[src/rtl/sd_cic_decimator.sv]
// sd_cic_decimator
//   Third-order CIC decimator for the ternary symbol stream produced by the
//   two-piece sigma-delta modulator. Integrators run at the input rate
//   (only on qualified samples), combs run once per DECIM accepted samples.
//   Arithmetic wraps modulo 2^W; the output is exact whenever the true
//   result fits in W signed bits (gain is DECIM^3).
//
// Ports
//   clk        single clock, rising edge
//   reset      synchronous, active-high; clears all state
//   sd_in      ternary symbol: 01 -> +1, 10 -> -1, 00/11 -> 0
//   in_valid   qualifies sd_in this cycle
//   dec_out    signed two's-complement decimated sample (held between pulses)
//   out_valid  one-cycle pulse marking a new dec_out
module sd_cic_decimator #(
  parameter  int DECIM = 64,
  localparam int W     = 3 * $clog2(DECIM) + 2
) (
  input  logic         clk,
  input  logic         reset,
  input  logic [1:0]   sd_in,
  input  logic         in_valid,
  output logic [W-1:0] dec_out,
  output logic         out_valid
);

  localparam int CW = $clog2(DECIM);

  logic [W-1:0]        x;
  logic [2:0][W-1:0]   integ_q, integ_d;
  logic [2:0][W-1:0]   dly_q, dly_d;
  logic [2:0][W-1:0]   comb;
  logic [CW-1:0]       cnt_q, cnt_d;
  // [0] = frame tick, [1] = out_valid
  logic [1:0]          vld_pipe_q, vld_pipe_d;
  logic [W-1:0]        dout_q, dout_d;

  always_comb begin
    x = '0;
    case (sd_in)
      2'b01:   x = {{(W-1){1'b0}}, 1'b1};
      2'b10:   x = {W{1'b1}};
      default: x = '0;
    endcase

    // Each integrator adds the previous stage's just-updated value.
    integ_d = integ_q;
    cnt_d   = cnt_q;
    if (in_valid) begin
      integ_d[0] = integ_q[0] + x;
      for (int i = 1; i < 3; i++)
        integ_d[i] = integ_q[i] + integ_d[i-1];
      // DECIM is a power of two, so the counter wraps on its own.
      cnt_d = cnt_q + 1'b1;
    end

    vld_pipe_d[0] = in_valid && (cnt_q == {CW{1'b1}});
    vld_pipe_d[1] = vld_pipe_q[0];

    // Combs work on the registered last integrator, so a sample accepted on
    // the tick edge itself belongs to the next frame.
    comb[0] = integ_q[2] - dly_q[0];
    for (int i = 1; i < 3; i++)
      comb[i] = comb[i-1] - dly_q[i];

    dly_d  = dly_q;
    dout_d = dout_q;
    if (vld_pipe_q[0]) begin
      dly_d  = {comb[1], comb[0], integ_q[2]};
      dout_d = comb[2];
    end
  end

  always_ff @(posedge clk) begin
    if (reset) begin
      integ_q    <= '0;
      dly_q      <= '0;
      cnt_q      <= '0;
      vld_pipe_q <= '0;
      dout_q     <= '0;
    end else begin
      integ_q    <= integ_d;
      dly_q      <= dly_d;
      cnt_q      <= cnt_d;
      vld_pipe_q <= vld_pipe_d;
      dout_q     <= dout_d;
    end
  end

  assign dec_out   = dout_q;
  assign out_valid = vld_pipe_q[1];

endmodule

[config.mk]
export PLATFORM = sky130hd
export DESIGN_NAME = sd_cic_decimator
export DESIGN_NICKNAME = d
export VERILOG_FILES = /design/src/rtl/sd_cic_decimator.sv
export SDC_FILE = /design/constraint.sdc
export NUM_CORES = 1
export LEC_CHECK = 0
export CORE_UTILIZATION = 65
export DETAILED_ROUTE_END_ITERATION = 8
export PLACE_DENSITY = 0.9
export SYNTH_ARGS = -nofsm -noshare
export SYNTH_HDL_FRONTEND = slang
export SYNTH_SLANG_ARGS = --single-unit
[constraint.sdc]
create_clock -name clk -period 13.5 [get_ports clk]
set_input_delay 2.025 -clock clk [delete_from_list [all_inputs] [get_ports clk]]
set_output_delay 2.025 -clock clk [all_outputs]
set_load 0.02 [all_outputs]
==> metrics.txt <==
unrepaired setup endpoints after global routing false; Worst path slowest cell a221oi_1; DR vias ~9400; worst-margin pin slew around 1.1 ns; Post-synth EDFFs 0; drt drc 0; fin. max-slew vios 0; Antenna Cells 0; Worst Setup Path Type in2reg; Rel. slew slack 0.263; mux cell area share after synthesis 0.0896; Worst Hold Endpoint vld_pipe_q[0]$_SDFF_PP0_; Final Hold Viols 0; DR iter-0 viols ~740; vias per cell a little over 6; die width 131 µm; FF+latch count, synth ~150; min-delay src cnt_q[5]$_SDFFE_PP0P_; largest net degree at the start of global routing roughly 100; Synth Area in Adders 0.131; Ports 26; Post-DP Area roughly 11000 µm²; Port Buffer Count 25; crit-path max cell delay 0.56 ns; Warnings, synthesis 0; clk slew on worst S/H paths about 0.060 ns; worst reg2reg path depth 26; Synth Area in Compound Gates 0.189; clk sinks 148; part of the cycle the worst path needs 0.621; clock skew between 0.009 and 0.01 ns; largest area contributor in the netlist dfxtp_1; root buffer cell clkbuf_16; syn_area_per_cell between 8 and 9 µm²; clock latency at the later pin of the worst-skew pair roughly 0.43 ns; critical path required time about 14 ns; critical path data arrival time just under 9 ns; remaining antenna violation count 0; status complete, no violations; core box area 16000 µm²; xor and xnor area share after synthesis 0.0947; Max-Cap Viols 0; die area roughly 17000 µm²; Simple-Gate Fraction of Synth Area 0.165; Area growth syn-to-layout 8.41%; Min-Delay Path Depth 2; clock buffer depth 2; Worst Hold Class reg2reg; finished layout cell area around 12000 µm²; H-Tree Depth 4; Overall Global Routing Usage 0.280; CP max FO 42; area of the multi-input gates slightly above 7000 µm²; fillcell total 1168; type of origin of the critical path input pin; Hold Buf Count CTS 0; Cell Area, Synth about 11000 µm²; Post-synth ARST share 0; critical path endpoint category register; number of global-route vias before repair about 8700; Register Area 2970 µm²; top cell type's share of synthesized area 0.276; TritonCTS buffer count 17; RD Place Congestion ~0.89; dominant synthesized flop cell dfxtp_1; first-pass GRT wire length around 39000 µm; TritonCTS clock tree built; main area contributors after synthesis dfxtp_1 28%, ha_1 12%, mux2i_1 8.9%, nor2_1 7.0%, xnor2_1 6.5%; Seq/Total Area, Yosys 0.276; Reg2Reg Setup Slack 7.33 ns; share of cells above drive strength 1 0.0391; post-CTS setup buffers 0; CTS resizes 0; initial antenna violation count 0; Initial Utilization 0.671; final setup vio count 0; count leader, synth nor2_1; post-DP HPWL 15200 µm; nets around 1400; WL/cell around 15 µm; main combinational cell family by area after synthesis compound AO/OA/AOI/OAI gates; commonest cells in the netlist 201 x nor2_1, 148 x dfxtp_1, 104 x ha_1; reg2reg start integ_q[0]$_SDFFE_PP0P_; post-synthesis cell type count between 70 and 80; r2r endpoint integ_q[59]$_SDFFE_PP0P_; First-pass DRT Iterations 5; max frequency between 100 and 150 MHz; row cnt 46; die height 131 µm; grt total ovfl 0; fin crit period about 8.4 ns; final wirelength around 23000 µm; post-synthesis net count roughly 1400; Total Neg Setup Slack 0 ns; cells after synthesis around 1300
layout make-up:
class,instances,area share
tap,216,0.0232
timing repair buffer,29,0.0234
multi-input combinational,1026,0.617
sequential,148,0.255
clock inverter,13,0.0130
inverter,96,0.0310
clock buffer,19,0.0372
cell usage in the layout, fill, tap and decap left out, types with 8 or more instances in the layout:
cell type,Yosys,layout
a21o_1,24,24
inv_1,93,93
nand3_1,19,19
nand2_1,71,71
or3_1,8,8
dfxtp_1,148,147
ha_1,104,104
a211oi_1,28,28
a21oi_1,87,87
nand2b_1,10,10
xnor2_1,80,80
o31ai_1,12,12
mux2i_1,95,95
nand4_1,12,12
o211ai_1,9,9
nor2_1,201,201
xor2_1,31,31
a31oi_1,11,11
o21bai_1,12,12
a21boi_0,8,8
nor3_1,30,30
o21ai_0,53,53
clkbuf_16,0,17
nor2b_1,19,19
o21a_1,14,14
clkdlybuf4s50_1,0,23
sequential cells by signal, indices dropped and copies added, names as in the netlist:
register    cells
dec_out        20
dly_q          60
integ_q        60
vld_pipe_q      2
cnt_q           6
worst max path at each step:
stage	cells past startpoint	slack (ns)	from	endpoint
after detailed placement	32	5.04	sd_in[0]	integ_q[59]$_SDFFE_PP0P_
after global routing	29	4.55	sd_in[1]	integ_q[59]$_SDFFE_PP0P_
after floorplan	34	5.12	sd_in[0]	integ_q[59]$_SDFFE_PP0P_
after global placement	32	5.22	sd_in[0]	integ_q[59]$_SDFFE_PP0P_
final	29	5.11	sd_in[1]	integ_q[59]$_SDFFE_PP0P_
after CTS	30	5.24	sd_in[0]	integ_q[59]$_SDFFE_PP0P_
kinds of logic (layout without fill, tap and decap cells):
logic type | Yosys count | count (layout)
compound gates | 309 | 309
simple gates | 399 | 399
fa+ha+maj | 109 | 109
buf+inv | 154 | 157
flops | 148 | 148
mux | 96 | 96
xor+xnor | 113 | 113
layer usage:
layer	part of all wire	track usage	wire (µm)	vias to the layer above
met4	0.021	0.124	480	0
met3	0.047	0.0444	1100	53
met5	0	0	0	-
li1	-	-	-	4640
met1	0.45	0.354	10400	4421
met2	0.49	0.472	11300	297
critical path: cells and delay by family:
kind / cells / cell delay (ns)
AND/OR/NAND/NOR: 5 / 0.67
buffers and inverters: 2 / 0.89
XOR/XNOR: 5 / 0.90
adder cells (fa/ha/maj): 4 / 0.99
AO/OA/AOI/OAI: 13 / 3.22
stage by stage:
stage	hold slack, ns	worst slack, ns	std cells	utilization
floorplan	0.419	5.12	1328	-
global placement	0.433	5.22	1515	0.691
detailed placement	0.441	5.04	1515	0.691
CTS	0.448	5.24	1547	0.727
global route	0.458	4.55	1547	0.727
finish	0.442	5.11	1547	0.727
Power is left out: the tool's default activity adds up to more than one toggle a clock period on the data nets, which glitch-free logic cannot reach.
